===== src/rtl/exc_pkg.sv =====
// Shared definitions for the exception sequencer: cause codes, FSM states,
// default vector-table addresses and the cause priority encoder.
package exc_pkg;

   localparam logic [1:0] CAUSE_NONE  = 2'b00;
   localparam logic [1:0] CAUSE_INVOP = 2'b01;
   localparam logic [1:0] CAUSE_OVF   = 2'b10;
   localparam logic [1:0] CAUSE_DIVZ  = 2'b11;

   localparam logic [31:0] VEC_INVOP_DEF = 32'h0000_00FD;
   localparam logic [31:0] VEC_OVF_DEF   = 32'h0000_00FE;
   localparam logic [31:0] VEC_DIVZ_DEF  = 32'h0000_00FF;

   typedef enum logic [1:0] {
      ST_IDLE = 2'd0,
      ST_SAVE = 2'd1,
      ST_READ = 2'd2,
      ST_DONE = 2'd3
   } exc_state_t;

   // Invalid opcode outranks overflow, which outranks divide-by-zero.
   function automatic logic [1:0] prio_cause(input logic invop, input logic ovf, input logic divz);
      logic [1:0] c;
      if (invop)
         c = CAUSE_INVOP;
      else if (ovf)
         c = CAUSE_OVF;
      else if (divz)
         c = CAUSE_DIVZ;
      else
         c = CAUSE_NONE;
      return c;
   endfunction

endpackage


===== src/rtl/exception_unit.sv =====
// Multicycle exception sequencer: saves EPC, fetches the handler byte from the
// vector table and pulses exc_done. Optional feature macro: EXC_PENDING_EN.
import exc_pkg::*;

module exception_unit #(
   parameter int          MEM_LAT   = 2,
   parameter logic [31:0] VEC_INVOP = VEC_INVOP_DEF,
   parameter logic [31:0] VEC_OVF   = VEC_OVF_DEF,
   parameter logic [31:0] VEC_DIVZ  = VEC_DIVZ_DEF
) (
   input  logic        clk,
   input  logic        reset,
   input  logic [31:0] pc_in,
   input  logic        invop,
   input  logic        ovf,
   input  logic        divz,
   input  logic [31:0] mem_data,
   output logic        mem_rd,
   output logic [31:0] mem_addr,
   output logic [31:0] epc_out,
   output logic [31:0] handler_out,
   output logic [1:0]  cause_out,
   output logic        busy,
   output logic        exc_done
);

   localparam logic [2:0] LAT_C = 3'(MEM_LAT);

   exc_state_t  state_r;
   logic [2:0]  cnt_r;
   logic [1:0]  req_cause_s;
   logic [1:0]  next_cause_s;
   logic [31:0] vec_s;
   logic        unused_mem_s;

   assign req_cause_s  = prio_cause(invop, ovf, divz);
   assign unused_mem_s = ^mem_data[31:8];

   // Vector-table address for the cause latched on entry to SAVE.
   always_comb begin
      vec_s = 32'h0000_0000;
      case (cause_out)
         CAUSE_INVOP: vec_s = VEC_INVOP;
         CAUSE_OVF:   vec_s = VEC_OVF;
         CAUSE_DIVZ:  vec_s = VEC_DIVZ;
         default:     vec_s = 32'h0000_0000;
      endcase
   end

`ifdef EXC_PENDING_EN
   logic       pend_valid_r;
   logic [1:0] pend_cause_r;

   // One-deep pending slot: first request seen while busy wins; DONE consumes it.
   always_ff @(posedge clk or posedge reset) begin
      if (reset) begin
         pend_valid_r <= 1'b0;
         pend_cause_r <= CAUSE_NONE;
      end else if (state_r == ST_DONE) begin
         pend_valid_r <= 1'b0;
         pend_cause_r <= CAUSE_NONE;
      end else if ((state_r != ST_IDLE) && (req_cause_s != CAUSE_NONE) && !pend_valid_r) begin
         pend_valid_r <= 1'b1;
         pend_cause_r <= req_cause_s;
      end
   end

   // A request landing in the DONE cycle itself is chained directly as well.
   assign next_cause_s = pend_valid_r ? pend_cause_r : req_cause_s;
`else
   assign next_cause_s = CAUSE_NONE;
`endif

   // Sequencer FSM with all outputs registered.
   always_ff @(posedge clk or posedge reset) begin
      if (reset) begin
         state_r     <= ST_IDLE;
         cnt_r       <= 3'd0;
         mem_rd      <= 1'b0;
         mem_addr    <= 32'h0000_0000;
         epc_out     <= 32'h0000_0000;
         handler_out <= 32'h0000_0000;
         cause_out   <= CAUSE_NONE;
         busy        <= 1'b0;
         exc_done    <= 1'b0;
      end else begin
         case (state_r)
            ST_IDLE: begin
               if (req_cause_s != CAUSE_NONE) begin
                  cause_out <= req_cause_s;
                  busy      <= 1'b1;
                  state_r   <= ST_SAVE;
               end
            end
            ST_SAVE: begin
               epc_out  <= pc_in - 32'd4;
               mem_addr <= vec_s;
               mem_rd   <= 1'b1;
               cnt_r    <= 3'd0;
               state_r  <= ST_READ;
            end
            ST_READ: begin
               // Data is valid MEM_LAT cycles after mem_rd rose; capture then.
               if (cnt_r == LAT_C) begin
                  handler_out <= {24'h00_0000, mem_data[7:0]};
                  mem_rd      <= 1'b0;
                  exc_done    <= 1'b1;
                  state_r     <= ST_DONE;
               end else begin
                  cnt_r <= cnt_r + 3'd1;
               end
            end
            ST_DONE: begin
               exc_done <= 1'b0;
               if (next_cause_s != CAUSE_NONE) begin
                  cause_out <= next_cause_s;
                  state_r   <= ST_SAVE;
               end else begin
                  busy    <= 1'b0;
                  state_r <= ST_IDLE;
               end
            end
            default: begin
               state_r <= ST_IDLE;
               busy    <= 1'b0;
               mem_rd  <= 1'b0;
            end
         endcase
      end
   end

endmodule


===== config.mk =====
export PLATFORM = sky130hd
export DESIGN_NAME = exception_unit
export DESIGN_NICKNAME = d
export VERILOG_FILES = /design/src/rtl/exc_pkg.sv /design/src/rtl/exception_unit.sv
export SDC_FILE = /design/constraint.sdc
export NUM_CORES = 1
export LEC_CHECK = 0
export BUFFER_PORTS_ARGS = -buffer_cell sky130_fd_sc_hd__buf_2
export CORE_ASPECT_RATIO = 1.4
export CORE_MARGIN = 3
export CORE_UTILIZATION = 35
export DETAILED_ROUTE_END_ITERATION = 10
export PLACE_DENSITY = 0.68
export SYNTH_ARGS = -nofsm -noshare
export SYNTH_HDL_FRONTEND = slang
export SYNTH_SLANG_ARGS = --single-unit

===== constraint.sdc =====
create_clock -name clk -period 1.8 [get_ports clk]
set_clock_uncertainty 0.1 [all_clocks]
set_input_delay 0.18 -clock clk [delete_from_list [all_inputs] [get_ports clk]]
set_output_delay 0.18 -clock clk [all_outputs]
set_load 0.05 [all_outputs]

======== Yosys cells after proc, flatten, opt, wreduce, memory -nomap -nowiden ========
Cells that the tools add are included.
storage, ports and cells
  bits in registers ....................... 82
  input port bits ......................... 69
  output and inout port bits .............. 101
  word-level logic and storage cells ...... 48
operators by class
  $add $sub $neg .......................... 2
  equality and inequality tests ........... 10
  multiplexer cells ....................... 15
  reduce and logical (&&, ||, !) cells .... 12
operators by type and width
  operator                                             count
  subtractor 32 x 3 -> 32 bit (second input constant)  1
  case mux 8 bit (3 select lines)                      1
  AND reduction 2 bit                                  7
  two-way mux 2 bit                                    5
  == test 2 bit (second input constant)                4
  case mux 2 bit (4 select lines)                      1
  nonzero test 2 bit                                   4
  != test 2 bit (second input constant)                3
  case mux 1 bit (2 select lines)                      3
  case mux 3 bit (2 select lines)                      1
  == test 2 x 1 -> 1 bit (second input constant)       2
  adder 3 x 1 -> 3 bit (second input constant)         1
  == test 3 x 2 -> 1 bit (second input constant)       1
  two-way mux 1 bit                                    3
  two-way mux 3 bit                                    1
  logical NOT 2 bit                                    1

======== Depth between registers and ports, before layout ========
Gate-level depths: netlist of run 1.
  word-level depth ........................ 6
  depth in mapped cells ................... 8
  depth with buffers taken out ............ 7

======== Least setup slack after synthesis of run 1 ========
Ideal clock, no wire load.
  path kind ............................... input -> register
  start ................................... in pc_in[19]
  end ..................................... reg epc_out[29]
  library setup time ...................... 137 ps
  data arrival time ....................... 1539 ps
  data required time ...................... 1563 ps
  path slack .............................. 24 ps
  stages on the path ...................... 5
  buffers on the path ..................... 0
  path through ............................ or4_4 or3_4 nor4b_2 xnor2_1 a21oi_1
on the way
  word-level cells in the longest chain between the ends .. 1
ends and longest elaborated chain
  what                         line                  RTL
  from (decl)                  exception_unit.sv:13  input logic [31:0] pc_in,
  subtractor 32 x 3 -> 32 bit  exception_unit.sv:96  epc_out <= pc_in - 32'd4;
  to (signal assigned)         exception_unit.sv:96
  to (decl)                    exception_unit.sv:20  output logic [31:0] epc_out,
No other way between the ends.
A chain may end at the register's enable or synchronous reset.

======== Worst setup path after layout of run 1 ========
  start ................................... in pc_in[27]
  end ..................................... reg epc_out[31]
The elaborated chain is that of the path after synthesis.

==> run summary, run 1 <==
Comb pwr share = 58.9%
Yosys warnings = 0
CTS tree = done
Post-synth EDFFs = 0
FILL cells = 836
R2R Path End = handler_out[4]
Critical Path End Type = flip-flop
Peak VDD IR = 0.0008926 V
# DRC = 0
Area Growth Syn to Fin = 25.51%
Share of the synthesized area in the top cell type = 43.34%
Global-route wire length before repair = 10.69 mm
Primary FF master, synth = dfrtp_1
Clock Power Share = 12.3%
Min-delay src = invop
Cts bufs inserted = 5
R2R Path Start = cnt_r[0]
GR Util All Layers = 13.25%
Reg power frac = 28.9%
Die ar. = 0.009918 sq mm
Cell accounting for the most synthesized area = dfrtp_1
CTS clk-pin slew, worst paths = 60 ps
Via density = 4.533
Hold endpoint = cause_out[1]
Pleak = 0.001779 uW
Chip width = 85.03 microns
Sequential area share after synthesis = 43.34%
DR pass1 iterations = 4
Total power = 7337 uW
Int Pwr = 3362 uW
Rows = 39
Critical path data arrival time = 1720 ps
WP data required = 1870 ps
Slew Viols, Final = 0
Diode count = 0
Final #Nets = 521
Vias in the first global route = 2318
Power per cell area = 1910 mW/mm^2
Post-synthesis cell type count = 37
Clock Tree Buf Depth = 2
Synth area leaders = dfrtp_1 (43%), buf_4 (13%), xnor2_1 (6.0%)
Final Hold Violating Endpoints = 0
Initial drt markers = 60
Final TNS setup = 0 ps
Fin Hold WS = 13.74 ps
CTS sink count = 53
Avg Synthesized Cell Area = 9.534 sq um
Mapped Cells = 321
# H-tree levels = 2
Largest net degree at the start of global routing = 35
Number of placed I/O pins = 170
Hpwl dp = 5.515 mm
Core ar. = 0.008344 sq mm
Root buf cell = clkbuf_16
Total gr overflow = 0
Max-Cap Viols = 0
Fraction of layout cells with a size suffix above 1 = 36.94%
Die H = 116.6 microns
Sw Share = 54.18%
Final period util = 91.77%
Remaining antenna violation count = 0
CP Class = in2reg
Commonest cells after routing, fill and taps aside = buf_2 (97), dfrtp_1 (53), conb_1 (48)
Skew-Pair Late Insertion Delay = 290 ps
Synth Register Bits = 53
Max Fclk = 605.4 MHz
Worst R2R Setup Slack = 180 ps
# setup viols final = 0
Most common library cell in the layout ignoring fill and taps = buf_2
Setup bufs post-CTS = 0
Minimum clock period = 1652 ps
Crit path max fanout = 2
Initial Util = 36.68%
Worst hold path class = in2reg
Synth Cell Area = 0.003060 sq mm
Via Count = 2475
RSZ-0062 raised after global routing = false
Status = completed
IO buf count = 97
Sw Pwr = 3976 uW
Post-Route WL = 6.746 mm
DR WL/cell = 12.36 microns
WHS Path Cells = 2
Async set or reset register ratio after synthesis = 100.0%
Gpl congestion = 0.7798
Setup crit start kind = input pin
Antenna violations before repair = 0
R2r worst-path depth = 5
## kinds of logic (layout without fill, tap and decap cells)
logic type      count (synthesis)  count (layout)  synth area share, %
simple gates                  101             101                17.42
buf+inv                        72             148                15.33
flops                          53              53                43.34
compound gates                 48              48                8.790
xor+xnor                       27              27                7.727
mux                            12              12                4.415
fa+ha+maj                       7               7                2.862
other cells                     1              48               0.1225
## cell type report
type | instances | area [sq um] | area share (%)
multi-input combinational | 243 | 1446 | 37.65
tap | 102 | 127.6 | 3.322
sequential | 53 | 1326 | 34.53
timing repair buffer | 134 | 780.7 | 20.33
clock buffer | 5 | 125.1 | 3.257
inverter | 8 | 30.03 | 0.7818
clock inverter | 1 | 5.005 | 0.1303
## repair_timing
action                                  in CTS  in global routing
endpoints found under the setup margin       0                  8
endpoints found under the hold margin       11                  0
hold buffers                                 2                  0
gates resized for setup                      0                  1
## layer usage
metal | vias up | GRT usage, % | share of wire, %
li1 | 1230 | - | -
met1 | 1151 | 15.47 | 40
met2 | 89 | 24.12 | 52
met3 | 5 | 2.893 | 6.7
met4 | 0 | 4.118 | 1.2
met5 | - | 0 | 0
## power by group through the flow
stage / Clock (uW) / Combinational (uW) / Sequential [uW]
6_report: 899 / 4320 / 2120
2_1_floorplan: 0 / 1590 / 3970
3_5_place_dp: 0 / 4330 / 2150
3_3_place_gp: 0 / 4280 / 2120
4_1_cts: 931 / 4350 / 2130
5_1_grt: 974 / 4610 / 2200
## cell usage after synthesis (3+ instances only)
library cell,instances
a31oi_1,3
inv_1,8
xor2_1,6
nor2_1,45
nand2_1,12
buf_4,53
clkbuf_1,9
xnor2_1,21
nor4_1,3
nor3_1,10
o21ai_0,5
nand4_1,4
dfrtp_1,53
nand3_1,4
nor4_2,4
ha_1,7
or3_1,5
mux2_2,12
a21oi_1,32
## registers in the layout, indices dropped and copies added (netlist names)
name         count
cnt_r            3
state_r          2
handler_out      8
mem_rd           1
exc_done         1
epc_out         32
mem_addr         3
cause_out        2
busy             1
## per-stage QoR
step / cells / utilization (%) / setup WS [ps] / area, sq um
4_1_cts: 546 / 46.00 / 15.20 / 3839
5_1_grt: 546 / 46.03 / 39.50 / 3841
3_3_place_gp: 538 / 44.20 / -173.1 / 3689
2_1_floorplan: 368 / - / 23.72 / 3237
6_report: 546 / 46.03 / 148.2 / 3841
3_5_place_dp: 538 / 44.20 / -170.7 / 3689
## how the worst max path moves through the flow
stage | startpoint | endpoint | slack, ps | cells past startpoint
5_1_grt | state_r[0] | state_r[1] | 40 | 6
3_3_place_gp | pc_in[27] | epc_out[31] | -170 | 6
2_1_floorplan | pc_in[19] | epc_out[29] | 20 | 5
6_report | pc_in[27] | epc_out[31] | 150 | 6
3_5_place_dp | pc_in[27] | epc_out[31] | -170 | 6
4_1_cts | cnt_r[0] | handler_out[3] | 20 | 5
## worst max-delay path: stages
cell and delay, ps:
buf_2 110, or4_1 560, or4_1 460, nor4_2 180
xnor2_1 150, a21oi_1 80
Note: power is estimated with default switching activity, not from simulation.
==> run 2, diff against run 1 <==
CORE_UTILIZATION = 30   (was 35)
PLACE_DENSITY = not set   (was 0.68)
==> run summary, run 2 (same netlist as run 1, synthesis figures left out) <==
Status = completed
Minimum clock period = 1651 ps (-0.9070 ps)
Setup crit start kind = flip-flop
CP endpoint = handler_out[1]
CTS tree = done
Post-Route WL = 6.991 mm (+3.6%)
Fin util = 39.67% (-6.4 points)
Area Growth Syn to Fin = 29.03%
Pleak = 0.001810 uW (+1.7%)
Vias in the first global route = 2413 (+4.1%)
Power per cell area = 1924 mW/mm^2 (+0.70%)
Final #Nets = 524 (+0.58%)
Top sig layer = met4
Number of placed I/O pins = 170 (unchanged)
Hpwl dp = 5.706 mm (+3.5%)
Die H = 125.5 microns (+7.6%)
Most common library cell in the layout ignoring fill and taps = buf_2
Remaining antenna violation count = 0 (unchanged)
Core ar. = 0.009953 sq mm (+19%)
Global-route wire length before repair = 11.52 mm (+7.8%)
Die ar. = 0.01147 sq mm (+16%)
CTS clk-pin slew, worst paths = 70 ps (about the same)
Placed Instance Area = 0.003752 sq mm (+1.7%)
Slew Viols, Final = 0 (unchanged)
Final Hold Violating Endpoints = 0 (unchanged)
Via Count = 2556 (+3.3%)
Initial drt markers = 57 (-5.0%)
RSZ-0062 raised after global routing = false
DR pass1 iterations = 4 (unchanged)
Chip width = 91.36 microns (+7.4%)
Crit. Startpoint = cnt_r[0]
FILL cells = 1035 (+24%)
Antenna violations before repair = 0 (unchanged)
CTS sink count = 53 (unchanged)
Rows = 43 (+10%)
Worst hold path class = in2reg
Skew-Pair Late Insertion Delay = 290 ps (about the same)
R2R Path End = handler_out[1]
Cts repair resizes = 0 (unchanged)
WP data required = 1870 ps (about the same)
Met3 routed WL = 438 microns (-3.3%)
GR Util All Layers = 12.19% (-1.1 points)
IO buf count = 97 (unchanged)
# setup viols final = 0 (unchanged)
Via density = 4.377 (-3.4%)
Final period util = 91.72% (about the same)
Clock Tree Buf Depth = 2 (unchanged)
Largest net degree at the start of global routing = 36 (+2.9%)
Peak VDD IR = 0.0006975 V (-22%)
# H-tree levels = 2 (unchanged)
Critical path data arrival time = 1730 ps (about the same)
Max reg flops = 32 (unchanged)
Root buf cell = clkbuf_16
# placed instances = 574 (+6.7%)
Max-Cap Viols = 0 (unchanged)
Met2 wire len = 3.706 mm (+6.1%)
R2R Path Start = cnt_r[0]
Crit path max fanout = 9 (+7)
Fin area = 0.003949 sq mm (+2.8%)
Total gr overflow = 0 (unchanged)
Max Fclk = 605.7 MHz (about the same)
Largest Register = epc_out
R2r worst-path depth = 6 (+1)
Initial Util = 30.75% (-5.9 points)
Largest registers = epc_out (32), handler_out (8)
# DRC = 0 (unchanged)
DR WL/cell = 11.97 microns (-3.1%)
Cts bufs inserted = 5 (unchanged)
Final TNS setup = 0 ps (unchanged)
Finished Layout Cells = 584 (+7.0%)
Final worst slack = 149.1 ps (+0.9070 ps)
Pre-CTS setup slack = -151.3 ps (+19.39 ps)
Diode count = 0 (unchanged)
CP Class = reg2reg
Critical Path End Type = flip-flop
Commonest cells after routing, fill and taps aside = buf_2 (97), dfrtp_1 (53), conb_1 (48)
Gpl congestion = 0.7579 (-2.8%)
Fraction of layout cells with a size suffix above 1 = 37.42% (+0.48 points)
WL met1 = 2.796 mm (+3.1%)
Worst R2R Setup Slack = 150 ps (-30 ps)
## run 2: critical path, stage by stage (launching register included)
cell and delay, ps:
dfrtp_1 410, inv_1 60, ha_1 220, nor2b_1 150, nand2_1 70, buf_4 170, mux2_2 350
## run 2: worst min path at each step
stage	start	depth (start not counted)	end	slack, ps
after floorplan	pc_in[2]	1	epc_out[2]	170
after global placement	reset	3	epc_out[7]	130
after detailed placement	reset	3	epc_out[4]	130
after CTS	invop	2	cause_out[1]	3
after global routing	mem_data[3]	2	handler_out[3]	10
final	mem_data[3]	2	handler_out[3]	20
## run 2: layer usage
metal	vias up	track usage, %
li1	1240	-
met1	1209	14.46
met2	102	22.20
met3	5	2.587
met4	0	3.020
met5	-	0
## run 2: final cells by class
| class | instances | area, sq um | area share [%] |
|---|---|---|---|
| Multi-Input combinational cell | 243 | 1444 | 36.57 |
| Tap cell | 135 | 168.9 | 4.278 |
| Sequential cell | 53 | 1326 | 33.59 |
| Clock buffer | 6 | 138.9 | 3.517 |
| Timing Repair Buffer | 137 | 803.3 | 20.34 |
| Inverter | 8 | 30.03 | 0.7605 |
| Clock inverter | 2 | 37.54 | 0.9506 |
## run 2: repair_timing
action | 4_1_cts | 5_1_grt
buffers inserted | 0 | 0
hold buffers | 2 | 0
hold endpoints to repair | 54 | 0
## run 2: power by group
| group | total, uW | leakage [uW] | internal, uW | switching (uW) |
|---|---|---|---|---|
| combinational | 4340 | 0.00113 | 1090 | 3250 |
| sequential | 2120 | 0.000599 | 1790 | 337 |
| clock | 1130 | 0.0000831 | 695 | 435 |
| total | 7600 | 0.00181 | 3570 | 4020 |
## run 2: metrics by stage
| step | total power [uW] | hold slack [ps] |
|---|---|---|
| floorplan | 5561 | 169.2 |
| global placement | 6455 | 134.0 |
| detailed placement | 6529 | 131.8 |
| CTS | 7701 | 2.843 |
| global route | 8029 | 14.30 |
| finish | 7596 | 19.10 |
==> run 3, diff against run 2 <==
==> constraint.sdc (replaced) <==
create_clock -name clk -period 1.8 [get_ports clk]
set_clock_uncertainty 0.1 [all_clocks]
set_input_delay 0.36 -clock clk [delete_from_list [all_inputs] [get_ports clk]]
set_output_delay 0.36 -clock clk [all_outputs]
set_load 0.05 [all_outputs]
==> run summary, run 3 (same netlist as run 1, synthesis figures left out) <==
Status = completed
Placed Instance Area = 0.003824 sq mm (+1.9%)
Post-CTS Hold Buffers = 0 (-2)
Minimum clock period = 1798 ps (+147.3 ps)
Slew Viols, Final = 0 (unchanged)
Diode count = 0 (unchanged)
Largest delay contributor family on the critical path = simple AND/OR/NAND/NOR gates
Gpl congestion = 0.7375 (-2.7%)
Chip width = 91.36 microns (unchanged)
WP data required = 1870 ps (about the same)
Commonest cells after routing, fill and taps aside = buf_2 (96), dfrtp_1 (53), conb_1 (48)
# H-tree levels = 2 (unchanged)
GR Util All Layers = 12.66% (+0.47 points)
RSZ-0062 raised after global routing = true
Fin util = 40.74% (+1.1 points)
Remaining antenna violation count = 0 (unchanged)
Power per cell area = 1872 mW/mm^2 (-2.7%)
Cts bufs inserted = 5 (unchanged)
CTS clk-pin slew, worst paths = 70 ps (about the same)
Total gr overflow = 0 (unchanged)
Sw Share = 53.34% (+0.40 points)
Rows = 43 (unchanged)
Largest Register = epc_out
Die ar. = 0.01147 sq mm (unchanged)
# DRC = 0 (unchanged)
Max-Cap Viols = 0 (unchanged)
Antenna violations before repair = 0 (unchanged)
Worst Path Buf+Inv = 1 (-1)
IO buf count = 97 (unchanged)
Clock Tree Buf Depth = 2 (unchanged)
Root buf cell = clkbuf_16
Final worst slack = 1.876 ps (-147.3 ps)
Final Hold Violating Endpoints = 0 (unchanged)
Final TNS setup = 0 ps (unchanged)
CTS sink count = 53 (unchanged)
FILL cells = 1025 (-0.97%)
Initial drt markers = 48 (-16%)
Critical Path End Type = flip-flop
CP Class = in2reg
Worst R2R Setup Slack = 170 ps (+20 ps)
Initial Util = 30.75% (unchanged)
Sw Pwr = 4050 uW (+0.71%)
# setup viols final = 0 (unchanged)
Fraction of layout cells with a size suffix above 1 = 40.04% (+2.6 points)
Final period util = 99.90% (+8.2 points)
Int Pwr = 3542 uW (-0.90%)
Most common library cell in the layout ignoring fill and taps = buf_2
Vias in the first global route = 2438 (+1.0%)
Comb pwr share = 57.4% (+0.2 points)
Skew-Pair Late Insertion Delay = 290 ps (about the same)
Finished Layout Cells = 587 (+0.51%)
Via density = 4.320 (-1.3%)
Critical Path, Cell by Cell = buf_6, or4_4, or3_4, nor4b_4, xnor2_1, a21oi_1
Pleak = 0.001865 uW (+3.1%)
Max reg flops = 32 (unchanged)
Clock Power Share = 14.7% (-0.2 points)
Crit path max fanout = 5 (-4)
Largest registers = epc_out (32), handler_out (8)
Setup bufs post-CTS = 0 (unchanged)
# placed instances = 579 (+0.87%)
Fin area = 0.004055 sq mm (+2.7%)
Number of placed I/O pins = 170 (unchanged)
Via Count = 2536 (-0.78%)
Largest net degree at the start of global routing = 33 (-8.3%)
Pre-CTS setup slack = -347.6 ps (-196.4 ps)
Max Fclk = 556.1 MHz (-8.2%)
Crit path max-delay cell type = or4_4
Worst hold path class = in2async
Core ar. = 0.009953 sq mm (unchanged)
Post-Route WL = 7.146 mm (+2.2%)
Area Growth Syn to Fin = 32.50%
Setup crit start kind = input pin
Global-route wire length before repair = 11.85 mm (+2.9%)
Critical path data arrival time = 1870 ps (+140 ps)
Hpwl dp = 5.670 mm (-0.63%)
Reg power frac = 27.9% (about the same)
Die H = 125.5 microns (unchanged)
CTS tree = done
DR pass1 iterations = 4 (unchanged)
Peak VDD IR = 0.0007096 V (+1.7%)
DR WL/cell = 12.17 microns (+1.7%)
Final #Nets = 527 (+0.57%)
Critical Path Max Stage Delay = 530 ps (+120 ps)
-- run 3: changes by cell type in the layout (fill, tap and decap cells not counted), sizes merged --
| cell | delta |
|---|---|
| buf | +5 |
| clkbuf | -1 |
| clkinv | +1 |
| dlygate4sd3 | -2 |
-- run 3: cell type report --
| cell class | instances | area [sq um] | share of cell area, % |
|---|---|---|---|
| inverter | 8 | 30.03 | 0.7405 |
| sequential | 53 | 1326 | 32.71 |
| timing repair buffer | 140 | 839.6 | 20.70 |
| multi-input combinational | 243 | 1519 | 37.46 |
| clock buffer | 5 | 125.1 | 3.085 |
| clock inverter | 3 | 46.29 | 1.142 |
| tap | 135 | 168.9 | 4.165 |
-- run 3: final timing paths --
check | cells past startpoint | startpoint | end
max | 6 | pc_in[19] | epc_out[29]
min | 3 | reset | epc_out[18]
max reg2reg | 6 | cnt_r[0] | handler_out[6]
min reg2reg | 2 | exc_done | exc_done
max in group asynchronous | 3 | reset | mem_rd
min in group clk | 2 | ovf | cause_out[0]
-- run 3: per-stage QoR --
stage / hold slack, ps / power, uW
final: 9.778 / 7592
after global placement: 337.7 / 6463
after CTS: 18.67 / 7700
after global routing: 31.49 / 8083
after floorplan: 349.2 / 5562
after detailed placement: 337.7 / 6546
-- run 3: power groups by stage --
stage	combinational (uW)	sequential (uW)	clock (uW)
after global routing	4660	2220	1210
final	4360	2120	1120
after detailed placement	4400	2150	0
after global placement	4340	2120	0
after CTS	4410	2140	1160
after floorplan	1590	3970	0
-- run 3: worst min-delay path, delay by kind of cell --
family	cells	cell delay (ps)
buf+inv	3	430
-- run 3: timing repair --
item	4_1_cts	5_1_grt
pin swaps	1	1
resized for setup	5	4
gates cloned	0	0
setup endpoints to repair	3	14
-- run 3: metal layers --
metal | GRT usage, % | vias up | share of wire (%)
met5 | 0 | - | 0
met1 | 15.27 | 1192 | 41
met3 | 2.708 | 6 | 5.5
met2 | 22.59 | 90 | 52
li1 | - | 1248 | -
met4 | 3.464 | 0 | 1.1
